<file path="src/rtl/sample_packer_if.sv">
// sample_packer_if: byte stream in, packed-word stream and counters out.
interface sample_packer_if;
    logic [7:0]  in_data;
    logic        in_valid;
    logic [7:0]  mode;
    logic        enable;
    logic [15:0] out_data;
    logic        out_en;
    logic [15:0] word_count;
    logic [7:0]  pad_count;
    modport master (output in_data, in_valid, mode, enable,
                    input  out_data, out_en, word_count, pad_count);
    modport slave  (input  in_data, in_valid, mode, enable,
                    output out_data, out_en, word_count, pad_count);
endinterface

</file>
<file path="src/rtl/sample_packer.sv">
// sample_packer: packs mode-selected sample bytes into 16-bit words, byte-aligned across mode and enable changes.
module sample_packer #(
    parameter int unsigned SETTLE_CYCLES = 2,
    parameter logic [7:0]  PAD_BYTE      = 8'h00
) (
    input  logic            source_clk,
    input  logic            source_reset_n,
    sample_packer_if.slave  bus
);
    typedef enum logic [1:0] {IDLE, SETTLE, RUN} state_t;
    localparam logic [3:0] SETTLE_LD = 4'(SETTLE_CYCLES);
    state_t      state, state_d;
    logic        phase, phase_d;
    logic [7:0]  hi, hi_d, mode_q, mode_q_d;
    logic [3:0]  cnt, cnt_d;
    logic        emit, pad;
    logic [15:0] word_d;
    always_comb begin
        state_d  = state;
        phase_d  = phase;
        hi_d     = hi;
        mode_q_d = mode_q;
        cnt_d    = cnt;
        emit     = 1'b0;
        pad      = 1'b0;
        word_d   = '0;
        if (state == IDLE) begin
            if (bus.enable) begin
                state_d  = SETTLE;
                cnt_d    = SETTLE_LD;
                mode_q_d = bus.mode;
            end
        end else if (!bus.enable || bus.mode != mode_q) begin
            // close a half-word with padding so no word spans two modes
            if (state == RUN && phase) begin
                emit   = 1'b1;
                pad    = 1'b1;
                word_d = {hi, PAD_BYTE};
            end
            phase_d  = 1'b0;
            cnt_d    = SETTLE_LD;
            mode_q_d = bus.mode;
            state_d  = bus.enable ? SETTLE : IDLE;
        end else if (bus.in_valid) begin
            if (state == SETTLE) begin
                cnt_d = cnt - 4'd1;
                if (cnt_d == 4'd0) begin
                    state_d = RUN;
                    phase_d = 1'b0;
                end
            end else if (!phase) begin
                hi_d    = bus.in_data;
                phase_d = 1'b1;
            end else begin
                emit    = 1'b1;
                word_d  = {hi, bus.in_data};
                phase_d = 1'b0;
            end
        end
    end
    always_ff @(posedge source_clk or negedge source_reset_n) begin
        if (!source_reset_n) begin
            state          <= IDLE;
            phase          <= 1'b0;
            hi             <= '0;
            mode_q         <= '0;
            cnt            <= '0;
            bus.out_data   <= '0;
            bus.out_en     <= 1'b0;
            bus.word_count <= '0;
            bus.pad_count  <= '0;
        end else begin
            state      <= state_d;
            phase      <= phase_d;
            hi         <= hi_d;
            mode_q     <= mode_q_d;
            cnt        <= cnt_d;
            bus.out_en <= emit;
            if (emit) begin
                bus.out_data   <= word_d;
                bus.word_count <= bus.word_count + 16'd1;
            end
            if (pad && bus.pad_count != 8'hFF)
                bus.pad_count <= bus.pad_count + 8'd1;
        end
    end
endmodule

</file>
<file path="src/flat_wrapper.sv">
// flat-port wrapper written by rule: the top's interface ports become plain ports
module sample_packer_flat 
#(
    parameter int unsigned SETTLE_CYCLES = 2,
    parameter logic [7:0]  PAD_BYTE      = 8'h00
)
  (source_clk, source_reset_n, bus_in_data, bus_in_valid, bus_mode, bus_enable, bus_out_data, bus_out_en, bus_word_count, bus_pad_count);
  sample_packer_if bus_i ();
  input  logic source_clk;
  input  logic source_reset_n;
  input wire logic [$bits(bus_i.in_data)-1:0] bus_in_data;
  input wire logic [$bits(bus_i.in_valid)-1:0] bus_in_valid;
  input wire logic [$bits(bus_i.mode)-1:0] bus_mode;
  input wire logic [$bits(bus_i.enable)-1:0] bus_enable;
  output wire logic [$bits(bus_i.out_data)-1:0] bus_out_data;
  output wire logic [$bits(bus_i.out_en)-1:0] bus_out_en;
  output wire logic [$bits(bus_i.word_count)-1:0] bus_word_count;
  output wire logic [$bits(bus_i.pad_count)-1:0] bus_pad_count;
  assign bus_i.in_data = bus_in_data;
  assign bus_i.in_valid = bus_in_valid;
  assign bus_i.mode = bus_mode;
  assign bus_i.enable = bus_enable;
  assign bus_out_data = bus_i.out_data;
  assign bus_out_en = bus_i.out_en;
  assign bus_word_count = bus_i.word_count;
  assign bus_pad_count = bus_i.pad_count;
  sample_packer #(.SETTLE_CYCLES(SETTLE_CYCLES), .PAD_BYTE(PAD_BYTE)) u_core (.source_clk(source_clk), .source_reset_n(source_reset_n), .bus(bus_i));
endmodule
</file>
<file path="config.mk">
export PLATFORM = sky130hd
export DESIGN_NAME = sample_packer_flat
export DESIGN_NICKNAME = d
export VERILOG_FILES = /design/src/rtl/sample_packer_if.sv /design/src/rtl/sample_packer.sv /design/src/flat_wrapper.sv
export SDC_FILE = /design/constraint.sdc
export NUM_CORES = 1
export LEC_CHECK = 0
export CELL_PAD_IN_SITES_DETAIL_PLACEMENT = 1
export CELL_PAD_IN_SITES_GLOBAL_PLACEMENT = 1
export CORE_ASPECT_RATIO = 0.7
export CORE_UTILIZATION = 43
export CTS_BUF_LIST = sky130_fd_sc_hd__clkbuf_16
export CTS_CLUSTER_SIZE = 20
export DETAILED_ROUTE_END_ITERATION = 7
export PLACE_DENSITY = 0.86
export SYNTH_ARGS = -nofsm -noshare
export SYNTH_HDL_FRONTEND = slang
export SYNTH_SLANG_ARGS = --single-unit
</file>
<file path="constraint.sdc">
create_clock -name source_clk -period 5 [get_ports source_clk]
set_input_delay 0.5 -clock source_clk [delete_from_list [all_inputs] [get_ports source_clk]]
set_output_delay 0.5 -clock source_clk [all_outputs]
set_load 0.01 [all_outputs]
</file>
==> results.txt, run 1 <==
- Status: finished, final reports clean
- Remaining routing DRC violations: 0
- Die Y: 71.5 µm
- Global routing used 42.3% of the available met2 tracks.
- Critical path endpoint category: flip-flop
* Average detailed-routed wire length per instance: 18.4 µm
- dfrtp_1 takes more of the synthesized area than any other cell.
* Kind of critical path: primary input to flip-flop
- CTS Buf Count: 9
- The design draws 0.00123 W.
* Post-synth cell types: 32
- Summed over all nets, the half-perimeter wirelength after detailed placement is 5.21 mm.
* Layer with the highest usage: met2
* Number of max-capacitance violations reported: 0
- For this run, the number of Yosys warnings is 0.
* Via density: 5.37
* Mean instance size in the synthesized netlist: 11.0 µm²
* Antenna violations before repair: 0
* Crit Path Max Fanout: 25
- Clock tree from TritonCTS: done
- In this run the worst setup path terminates at u_core.bus.word_count[12].
- For this design the top-level I/O count stands at 61.
* Relative area change from synthesis to final layout: 32.2%
* Global Route met3 Usage: 5.17%
- GRT Util Overall: 24.1%
- Setup repair after global routing left no endpoint under its margin.
* Minimum setup slack among reg-to-reg paths: 2.22 ns
* GP Congestion: 0.770
- In this run the tool buffered the top-level ports with 60 buffer cells.
- Cts repair resizes: 0
- The placed instances occupy a cell area of 3610 µm².
- The count of final hold-check violations was 0.
- For this configuration, the core starts out at a cell density of 46.1%.
- The via count of the first global-routing pass came to 2560.
* Overall die area: 7230 µm²
- Fraction of final layout cells sized beyond drive strength 1: 10.4%
- Detailed router's first-iteration violation count: 96
* Required time reported for the critical path endpoint: 5.23 ns
- At the worst endpoint, the arrival time is 3.25 ns.
- Measured along the x axis, the die boundary spans 101 µm.
- After detailed placement, the design holds a cell count of 410.
- CP peak stage delay: 0.79 ns
- Ranked by total cell area, the synthesized netlist is headed by dfrtp_1, xnor2_1, mux2_2, nand2_1, o2bb2ai_1.
* CP delay by family, top: simple AND/OR/NAND/NOR gates
- Global routing finished with a remaining overflow of 0.
* Clock-pin slew reported for the worst setup and hold paths after clock tree synthesis: 0.05 ns
- In this run the number of cells on the critical path is 7.
- Reg2Reg Depth: 6
* Core Util, Final: 61.0%
- Total number of nets in the final design: 354
- In this run the power density over the cells is 313 nW/µm².
* Area of the core: 6430 µm²
- In this run the post-CTS setup repair buffer count came out at 0.
- Synthesized instance count: 270
- In the final timing run, aggregate negative setup slack is 0 ns.
- Max H-tree Level: 3
- The synthesized netlist occupies a cell area of 2960 µm².
- Origin of the critical flop-to-flop path: u_core.mode_q[0]
- Number of detailed-route iterations in the first pass: 4
* Latest clock arrival within the worst-skew pair: 0.32 ns
* Ratio of final minimum period to clock period: 60.5%
- The library cell used most frequently in the layout, excluding fill and tap cells, is dfrtp_1.
- Hold-fix buffers at CTS: 0
- Cell with the largest stage delay on the worst path: mux2i_4
- ANT nets after route: 0
- The filler cells instantiated in the layout total 722.
* Nature of the critical path startpoint: primary input
- Global routing consumed, on the met1 layer, 30.0% of the routing resources.
* Path category of the worst min-delay check: primary input to async pin
* Fraction of post-synthesis cell area in the top cell type by area: 54.0%
- The analysis attributes to cell leakage a power of 1.70 nW.
- Maximum clock skew at final layout: 0.00774 ns
* Pin slew with the least headroom to its limit: 0.910 ns
- Clock Path Buffers: 2
* Clk Tree Root Cell: clkbuf_16
- Number of max-slew violations in the final report: 0
* Reg-to-reg critical path endpoint: u_core.bus.word_count[12]
* Antenna Diode Count: 0
- Commonest cells after routing, fill and taps aside: dfrtp_1, clkdlybuf4s50_1, nand2_1
- Clock Sink Count: 64
* Layout Cells excl Fill: 426
- Final Cell Area: 3920 µm²
- For this block, the routed nets add up to 7.82 mm of wire.
- The critical path starts at bus_mode[2].
- Based on the critical path, the design can be clocked at up to 331 MHz.
- The worst path needs 3.02 ns of the cycle, external delays included.
* Cells traversed along the worst timing path: clkdlybuf4s50_1 -> xnor2_1 -> nand4_1 -> or3_1 -> mux2i_4 -> nand4_1 -> xnor2_1
- The synthesized design contains 64 register bits.
* Number of rows created at floorplan: 24
- Peak supply drop: 0.000175 V
- Crit path buf inv count: 1
- The worst pin sits at a relative slew slack of 39.3%.
- Synthesized Nets: 294
- Total setup violations reported at the end of the flow: 0
* Maximum number of pins on one net before global-route repair: 65
- Register area share after synthesis: 54.0%
- For this block, the via count after detailed routing is 2286.
* Wire length of the first global-routing pass: 13.0 mm
[flip-flops by register name (all words and copies together) (netlist names)]
name,cells
u_core.bus.out_data,16
u_core.phase,1
u_core.mode_q,8
u_core.bus.pad_count,8
u_core.cnt,4
u_core.state,2
u_core.bus.word_count,16
u_core.hi,8
u_core.bus.out_en,1
[cell usage after synthesis]
cell and n:
xnor2_1 27, nor2_1 8, buf_1 1, and2_1 3
o21ai_0 5, a21oi_1 8, nor3_1 5, nand3_1 10
nor3b_1 1, buf_6 3, ha_1 4, o2bb2ai_1 9
and3b_1 1, and4_1 3, nand2b_1 2, mux2i_4 1
nor3_2 1, inv_1 4, nor2b_1 9, nand2_1 43
clkbuf_1 8, and3_1 5, o31a_1 1, or2_2 1
mux2_2 18, o21a_1 2, a31oi_1 9, xor2_1 3
dfrtp_1 64, nand4_1 8, or3_1 2, nand4bb_1 1
[worst min-delay path by stage]
stage | end | depth (start not counted)
3_5_place_dp | u_core.hi[1] | 2
4_1_cts | u_core.bus.out_data[4] | 2
6_report | u_core.cnt[0] | 2
2_1_floorplan | u_core.bus.out_data[0] | 0
3_3_place_gp | u_core.hi[1] | 2
5_1_grt | u_core.bus.out_data[4] | 2
[cells by family (layout without fill, tap and decap cells)]
kind of cell               Yosys count  after routing  synth area share (%)
AOI/OAI and AO/OA                   34             34                  7.56
xor gates and xnor gates            30             30                  8.86
adders and majority gates            4              4                  1.69
buffers and inverters               16             81                  2.79
DFF                                 64             64                  54.0
muxes                               19             19                  7.60
and+or+nand+nor                    103            103                  17.5
[stage by stage]
| stage | hold slack, ns | setup WS [ns] |
|---|---|---|
| 2_1_floorplan | 0.204 | 2.87 |
| 3_3_place_gp | 0.450 | 1.76 |
| 3_5_place_dp | 0.457 | 1.69 |
| 4_1_cts | 0.393 | 1.96 |
| 5_1_grt | 0.445 | 1.67 |
| 6_report | 0.357 | 1.98 |
[layer usage]
layer | vias up | part of all wire [%]
met5 | - | 0
met4 | 0 | 1.4
met3 | 12 | 3.4
met2 | 51 | 51
met1 | 1167 | 44
li1 | 1056 | -
[where the power goes]
group          switching [W]  leakage (nW)  internal (W)
clock               0.000213         0.161      0.000428
sequential        0.00000494         0.863      0.000525
combinational      0.0000287         0.678     0.0000266
total               0.000246          1.70      0.000979
[final cells by class]
cell class,count,area (µm²),share of cell area [%]
Tap cell,91,114,2.91
Timing Repair Buffer,61,603,15.4
Clock inverter,7,80.1,2.04
Sequential cell,64,1600,40.9
Clock buffer,9,225,5.75
Inverter,4,15.0,0.383
Multi-Input combinational cell,190,1280,32.7
Power figures use the tool's default switching activity.
==> run 2: changes to the inputs <==
--- a/config.mk
+++ b/config.mk
@@ -8,11 +8,11 @@
 export CELL_PAD_IN_SITES_DETAIL_PLACEMENT = 1
 export CELL_PAD_IN_SITES_GLOBAL_PLACEMENT = 1
 export CORE_ASPECT_RATIO = 0.7
-export CORE_UTILIZATION = 43
+export CORE_UTILIZATION = 40
 export CTS_BUF_LIST = sky130_fd_sc_hd__clkbuf_16
 export CTS_CLUSTER_SIZE = 20
 export DETAILED_ROUTE_END_ITERATION = 7
-export PLACE_DENSITY = 0.86
+export PLACE_DENSITY = 0.81
 export SYNTH_ARGS = -nofsm -noshare
 export SYNTH_HDL_FRONTEND = slang
 export SYNTH_SLANG_ARGS = --single-unit
==> constraint.sdc (replaced) <==
create_clock -name source_clk -period 3.15 [get_ports source_clk]
set_input_delay 0.315 -clock source_clk [delete_from_list [all_inputs] [get_ports source_clk]]
set_output_delay 0.315 -clock source_clk [all_outputs]
set_load 0.01 [all_outputs]
==> run 2 against run 1 <==
  * Largest power group unchanged
  * Non-clock buffer count grew 6
  * Clock-buffer cell count is the same
  * Die area grew 7.3%
  * Critical endpoint is now u_core.hi[7]
  * Worst setup slack lost 1.2 ns
  * Critical path type unchanged
  * Clock power grew 64%
  * Final cell count grew 2.1%
  * Hold slack gained 0.11 ns
==> results.txt, run 2 (synthesis gave the netlist of run 1 again) <==
- The flow ran to the end, and the final reports show no timing, DRC or antenna violations.
- Remaining routing DRC violations: 0 (unchanged)
* Vias in the first global route: 2545 (-0.59%)
- Derived from the worst setup path, the maximum achievable clock frequency is 427 MHz.
* Layout Cells excl Fill: 435 (+2.1%)
- GRT Util Overall: 21.3% (-2.8 points)
* Maximum number of pins on one net before global-route repair: 26 (-60%)
* Reg2Reg Depth: 7 (+1)
- Max H-tree Level: 3 (unchanged)
* Latest clock arrival within the worst-skew pair: 0.33 ns (about the same)
* Antenna violations before repair: 0 (unchanged)
* Clock-pin slew reported for the worst setup and hold paths after clock tree synthesis: 0.06 ns (about the same)
- The post-cts gate resize count was 0 (unchanged).
- Number of max-slew violations in the final report: 0 (unchanged)
- The core outline area came to 6940 µm² (+8.1%).
- The setup slack on the worst flop-to-flop path is 0.85 ns (-1.37 ns).
- Relative area change from synthesis to final layout: 34.5%
- Antenna Diode Count: 0 (unchanged)
* RSZ-0062 raised after global routing: no
- The horizontal extent of the die is 105 µm (+3.6%).
- By startpoint and endpoint, the worst setup path is classified as primary input to flip-flop.
- In this design, the critical path's most frequently occurring cell is nand2_1.
- Number of placed I/O pins: 61 (unchanged)
* Arrival time of the worst setup path: 2.55 ns (-0.70 ns)
- Die Y: 74.0 µm (+3.6%)
* Reported leakage power: 1.72 nW (+0.88%)
- Path category of the worst min-delay check: flip-flop to flip-flop
- Total number of nets in the final design: 360 (+1.7%)
* CP delay by family, top: simple AND/OR/NAND/NOR gates
- The final cell utilization of the core was 57.4% (-3.6 points).
* Clock period minus final worst setup slack: 2.34 ns
- End point of the critical path: u_core.hi[7]
- The total power of the final layout came to 0.00198 W (+62%).
* HPWL after DPL: 5.12 mm (-1.6%)
- The count of final hold-check violations is 0 (unchanged).
- CP peak stage delay: 0.49 ns (-0.30 ns)
- Cell Pwr Density: 498 nW/µm² (+59%)
- The number of cells in the design after placement was 418 (+2.0%).
* Cell with the largest stage delay on the worst path: clkdlybuf4s50_1
* Reg-to-reg critical path endpoint: u_core.hi[7]
- Of the available clock period, the critical path in the final layout requires 74.4%.
* Overall via count from detail_route: 2273 (-0.57%)
- Peak supply drop: 0.000308 V (+76%)
- The row count is 25 (+4.2%).
* Largest registers: u_core.bus.out_data: 16 flops, u_core.bus.word_count: 16 flops
* Most common cell after layout, fill and taps aside: dfrtp_1
- Origin of the critical flop-to-flop path: u_core.mode_q[1]
- Clk Tree Root Cell: clkbuf_16
* CTS Buf Count: 9 (unchanged)
- Number of max-capacitance violations reported: 0 (unchanged)
- Pin slew with the least headroom to its limit: 0.575 ns (-0.335 ns)
* Via density: 5.23 (-2.6%)
- The critical path goes through clkdlybuf4s50_1 -> xnor2_1 -> nand4_1 -> or3_1 -> buf_4 -> nand4bb_1 -> nand2_1 -> nand2_1.
- Max_slew headroom: 61.3% (+22 points)
- The worst clock skew came to 0.00463 ns (-0.00311 ns).
- The count of port buffers added during placement came to 60 (unchanged).
- Post-CTS Setup Inserts: 0 (unchanged)
- The critical path data required time is 3.36 ns (-1.87 ns).
- Final-layout setup total negative slack: 0 ns (unchanged)
- The most critical setup path has its startpoint at bus_mode[1].
* Fraction of final layout cells sized beyond drive strength 1: 12.9% (+2.5 points)
- The clock tree buffer depth came to 2 (unchanged).
- ANT nets after route: 0 (unchanged)
- The final RePlAce weighted congestion is 0.756 (-1.9%).
* Total setup violations reported at the end of the flow: 0 (unchanged)
- The largest fanout of any net on the critical path was 18 (-28%).
* Wire length of the first global-routing pass: 12.6 mm (-3.1%)
- The worst setup slack after placement is 0.471 ns (-1.22 ns).
* Total grt overflow: 0 (unchanged)
- The DRC marker count from the first detailed-route iteration came to 107 (+11%).
- The number of filler instances in the final layout came to 759 (+5.1%).
- Crit path buf inv count: 2 (+1)
- Number of detailed-route iterations in the first pass: 4 (unchanged)
- Stages on the worst setup path: 8 (+1)
- Overall die area: 7760 µm² (+7.3%)
- Critical path endpoint category: flip-flop
* Starting density of the core: 42.7% (-3.4 points)
- Average detailed-routed wire length per instance: 16.9 µm (-8.2%)
- Commonest cells after routing, fill and taps aside: dfrtp_1, clkdlybuf4s50_1, nand2_1
* Clock tree from TritonCTS: done
- The final setup slack of the worst path was 0.806 ns (-1.17 ns).
- Nature of the critical path startpoint: primary input
* Total detailed-routing wirelength: 7.33 mm (-6.2%)
- The clock sink total was 64 (unchanged).
[run 2: cell types whose count changed in the layout (fill, tap and decap cells not counted), sizes merged]
cell         change
dlygate4sd3      +1
clkinvlp         +3
buf              +5
inv              -3
[run 2: metal layers]
metal	vias to the layer above	global-route usage, %	wire (µm)
li1	1072	-	-
met1	1133	28.1	3500
met2	59	34.3	3440
met3	9	6.22	306
met4	0	6.89	86
met5	-	0	0
[run 2: how the worst min path moves through the flow]
stage               cells past startpoint                      start  slack (ns)                         to
floorplan                               0             source_reset_n        0.02     u_core.bus.out_data[0]
global placement                        1             source_reset_n        0.33              u_core.cnt[0]
detailed placement                      1             source_reset_n        0.34              u_core.cnt[3]
CTS                                     2               u_core.hi[3]        0.48               u_core.hi[3]
global route                            1  u_core.bus.word_count[15]        0.49  u_core.bus.word_count[15]
finish                                  2               u_core.hi[5]        0.47               u_core.hi[5]
[run 2: cell type report]
type | count | area, µm² | share of cell area [%]
Sequential cell | 64 | 1600 | 40.2
Timing Repair Buffer | 67 | 651 | 16.3
Multi-Input combinational cell | 190 | 1280 | 32.1
Clock buffer | 9 | 225 | 5.65
Tap cell | 94 | 118 | 2.95
Inverter | 4 | 15.0 | 0.377
Clock inverter | 7 | 96.3 | 2.42
[run 2: per-stage QoR]
stage	area, µm²	hold WS (ns)
floorplan	2960	0.0194
CTS	3990	0.476
finish	3990	0.468
global route	3990	0.489
global placement	3650	0.328
detailed placement	3650	0.335
[run 2: worst reg2reg max path, stage by stage, from the launching register on]
cell       delay (ns)
dfrtp_1          0.38
xnor2_1          0.18
nand4_1          0.16
or3_1            0.46
buf_4            0.24
nand4bb_1        0.47
nand2_1          0.22
nand2_1          0.07
[run 2: timing repair]
action / in CTS / in global routing
setup endpoints to repair: 0 / 0
hold buffers: 1 / 0
hold endpoints to repair: 21 / 0
[run 2: report_power, final]
| group | internal [W] | total, W | switching [W] |
|---|---|---|---|
| clock | 0.000691 | 0.00105 | 0.000362 |
| sequential | 0.000832 | 0.000840 | 0.00000779 |
| combinational | 0.0000454 | 0.0000909 | 0.0000455 |
| total | 0.00157 | 0.00198 | 0.000415 |
==> run 3: changes to the inputs <==
--- a/config.mk
+++ b/config.mk
@@ -8,11 +8,11 @@
 export CELL_PAD_IN_SITES_DETAIL_PLACEMENT = 1
 export CELL_PAD_IN_SITES_GLOBAL_PLACEMENT = 1
 export CORE_ASPECT_RATIO = 0.7
-export CORE_UTILIZATION = 40
+export CORE_UTILIZATION = 36
 export CTS_BUF_LIST = sky130_fd_sc_hd__clkbuf_16
 export CTS_CLUSTER_SIZE = 20
 export DETAILED_ROUTE_END_ITERATION = 7
-export PLACE_DENSITY = 0.81
+export PLACE_DENSITY = 0.77
 export SYNTH_ARGS = -nofsm -noshare
 export SYNTH_HDL_FRONTEND = slang
 export SYNTH_SLANG_ARGS = --single-unit
==> constraint.sdc (replaced) <==
create_clock -name source_clk -period 1.9 [get_ports source_clk]
set_input_delay 0.19 -clock source_clk [delete_from_list [all_inputs] [get_ports source_clk]]
set_output_delay 0.19 -clock source_clk [all_outputs]
set_load 0.01 [all_outputs]
==> run 3 against run 2 <==
  * The flow now finishes with violations (negative setup slack)
  * Final cell count up 6.7%
  * Global-route usage is 1.5 points lower
  * Critical path depth unchanged
  * Worst setup slack got worse by 0.94 ns
  * First-iteration DRC count is 6.5% higher
  * Via count increased by 4.4%
  * Clock power up 49%
  * Non-clock buffer count increased by 23
  * Critical path type is now flip-flop to flip-flop
  * Largest cell class unchanged
  * Clock skew is 0.00062 ns higher
==> results.txt, run 3 (synthesis gave the netlist of run 1 again) <==
- In this run the critical register-to-register path is launched from u_core.mode_q[2].
- The critical path data required time was 2.10 ns (-1.26 ns).
* Overall die area: 8610 µm² (+11%)
- Cell Pwr Density: 729 nW/µm² (+46%)
* Nature of the critical path startpoint: flip-flop
- The number of CTS-inserted buffers was 9 (unchanged).
* Wire length of the first global-routing pass: 13.3 mm (+5.8%)
* Fill count: 851 (+12%)
- The run finished, with violations left.
- Core Util, Final: 54.4% (-3.0 points)
* Path category of the worst min-delay check: primary input to async pin
- Number of max-slew violations in the final report: 0 (unchanged)
- The number of search-and-repair iterations in the first detailed-routing pass is 4 (unchanged).
- Total detailed-routing wirelength: 8.28 mm (+13%)
* Post-route worst setup slack: -0.139 ns (-0.944 ns)
- The leakage component of the power was 1.87 nW (+8.7%).
- The initial antenna violation count is 0 (unchanged).
- Number of rows created at floorplan: 27 (+8.0%)
- Ratio of final minimum period to clock period: 107%
- Maximum achievable frequency: 491 MHz
- Total grt overflow: 0 (unchanged)
* IO Port Bufs: 60 (unchanged)
- The proportion of power drawn by the clock network was 49.8% (-3.3 points).
- Switch share: 21.6% (+0.66 points)
- ANT nets after route: 0 (unchanged)
* RSZ-0062 raised after global routing: yes
- The number of cell instances on the worst register-to-register path came to 8 (+1).
- Average detailed-routed wire length per instance: 17.8 µm (+5.8%)
* Overall via count from detail_route: 2373 (+4.4%)
- The clock sink total was 64 (unchanged).
* Antenna Diode Count: 0 (unchanged)
* Number of placed I/O pins: 61 (unchanged)
- Kind of critical path: flip-flop to flip-flop
- Tracing the worst setup path back leads to its startpoint at u_core.mode_q[2].
* Internal Pwr Total: 0.00246 W (+57%)
- Via density: 5.11 (-2.1%)
* Most common cell after layout, fill and taps aside: dfrtp_1
- Die Y: 77.9 µm (+5.3%)
- The clock transition at the registers of the reported paths was 0.05 ns (about the same).
* Final hold vios: 0 (unchanged)
- Remaining routing DRC violations: 0 (unchanged)
- The proportion of power drawn by flip-flops and latches came to 44.4% (+2.1 points).
* Sequential cell area: 1600 µm² (unchanged)
* Maximum clock skew at final layout: 0.00525 ns (+0.000618 ns)
- Clock tree from TritonCTS: done
* Pin slew with the least headroom to its limit: 0.492 ns (-0.0837 ns)
- Vias in the first global route: 2574 (+1.1%)
- From synthesis to final layout, the design area changed by 45.2%.
* Commonest cells after routing, fill and taps aside: dfrtp_1, clkdlybuf4s50_1, nand2_1
* HPWL after DPL: 5.63 mm (+9.9%)
* Horizontal extent of the die: 110 µm (+5.3%)
- Clk Tree Root Cell: clkbuf_16
* Starting density of the core: 37.5% (-5.2 points)
* Critical path endpoint category: flip-flop
- Area of the core: 7910 µm² (+14%)
* Detailed router's first-iteration violation count: 114 (+6.5%)
* Net load switching power: 0.000677 W (+63%)
* Proportion of power drawn by combinational gates: 5.8% (+1.2 points)
* GRT Util Overall: 19.8% (-1.5 points)
- In the final layout, the registers with the most flip-flops are u_core.bus.out_data: 16 flops, u_core.bus.word_count: 16 flops.
- The final RePlAce weighted congestion was 0.824 (+9.0%).
* Maximum number of pins on one net before global-route repair: 27 (+3.8%)
- The clock tree buffer depth was 2 (unchanged).
- Total setup violations reported at the end of the flow: 35 (+35)
* Max_slew headroom: 67.0% (+5.6 points)
- The final reports fail on negative setup slack.
- The latest clock arrival within the worst-skew pair is 0.32 ns (about the same).
- The multi-input combinational cell area is 1410 µm² (+9.9%).
* Peak supply drop: 0.000378 V (+23%)
* Arrival time of the worst setup path: 2.24 ns (-0.31 ns)
* Max H-tree Level: 3 (unchanged)
- Number of max-capacitance violations reported: 0 (unchanged)
- The largest fanout of any net on the critical path is 6 (-12).
- Clock period minus final worst setup slack: 2.04 ns
- Tot Pwr: 0.00314 W (+58%)
* Fraction of final layout cells sized beyond drive strength 1: 21.5% (+8.6 points)
- Total number of nets in the final design: 383 (+6.4%)
-- run 3: cell count changes in the layout (fill, tap and decap cells not counted), sizes merged --
cell	change
clkinvlp	-3
clkinv	+3
clkbuf	+1
buf	+22
bufinv	-1
-- run 3: layout make-up --
| cell class | instances | share of cell area (%) |
|---|---|---|
| multi-input combinational | 190 | 32.7 |
| sequential | 64 | 37.2 |
| clock inverter | 6 | 1.19 |
| clock buffer | 9 | 5.23 |
| timing repair buffer | 90 | 20.4 |
| tap | 101 | 2.94 |
| inverter | 4 | 0.349 |
-- run 3: power groups by stage --
stage	Combinational [W]	Sequential (W)	Clock (W)
floorplan	0.0000594	0.00141	0
global placement	0.000162	0.00141	0
detailed placement	0.000168	0.00142	0
CTS	0.000177	0.00139	0.00158
global route	0.000198	0.00139	0.00166
finish	0.000181	0.00139	0.00156
-- run 3: routing by layer --
metal	up-vias	track usage [%]	routed length, µm
li1	1111	-	-
met5	-	0	0
met1	1194	26.2	3840
met3	7	4.92	325
met2	61	32.7	4050
met4	0	4.93	61
-- run 3: worst max-delay path, cell delays in order, from the launching register on --
cell and delay, ns:
dfrtp_1 0.40, xnor2_1 0.18, nand4_1 0.15, or3_4 0.42, mux2i_4 0.22, buf_4 0.18, clkbuf_16 0.15, nand3_2 0.07
xnor2_1 0.14
-- run 3: final timing paths --
| kind | endpoint | slack (ns) |
|---|---|---|
| min in group source_clk | u_core.hi[3] | 0.46 |
| worst max-delay path | u_core.bus.word_count[9] | -0.14 |
| worst max register to register | u_core.bus.word_count[9] | -0.14 |
| max in group asynchronous | u_core.bus.pad_count[6] | 0.94 |
| worst min register to register | u_core.hi[0] | 0.47 |
| worst min-delay path | u_core.bus.word_count[7] | 0.36 |
-- run 3: repair_timing --
| item | CTS | global route |
|---|---|---|
| endpoints found under the setup margin | 56 | 51 |
| hold buffers | 1 | 0 |
| endpoints found under the hold margin | 15 | 0 |
| setup buffers | 3 | 3 |
| gates resized for setup | 8 | 13 |
| pin swaps | 6 | 5 |
| gates cloned | 1 | 2 |
-- run 3: metrics by stage --
stage          setup TNS (ns)  worst slack [ns]  hold slack, ns  std cells  area, µm²
6_report                -2.85            -0.139           0.363        464       4300
5_1_grt                 -6.95            -0.246           0.409        464       4300
4_1_cts                 -1.26           -0.0697           0.380        460       4220
3_5_place_dp           -20.85            -0.479           0.177        440       3850
3_3_place_gp           -17.61            -0.382           0.166        440       3850
2_1_floorplan           -1.07            -0.116          -0.106        270       3020
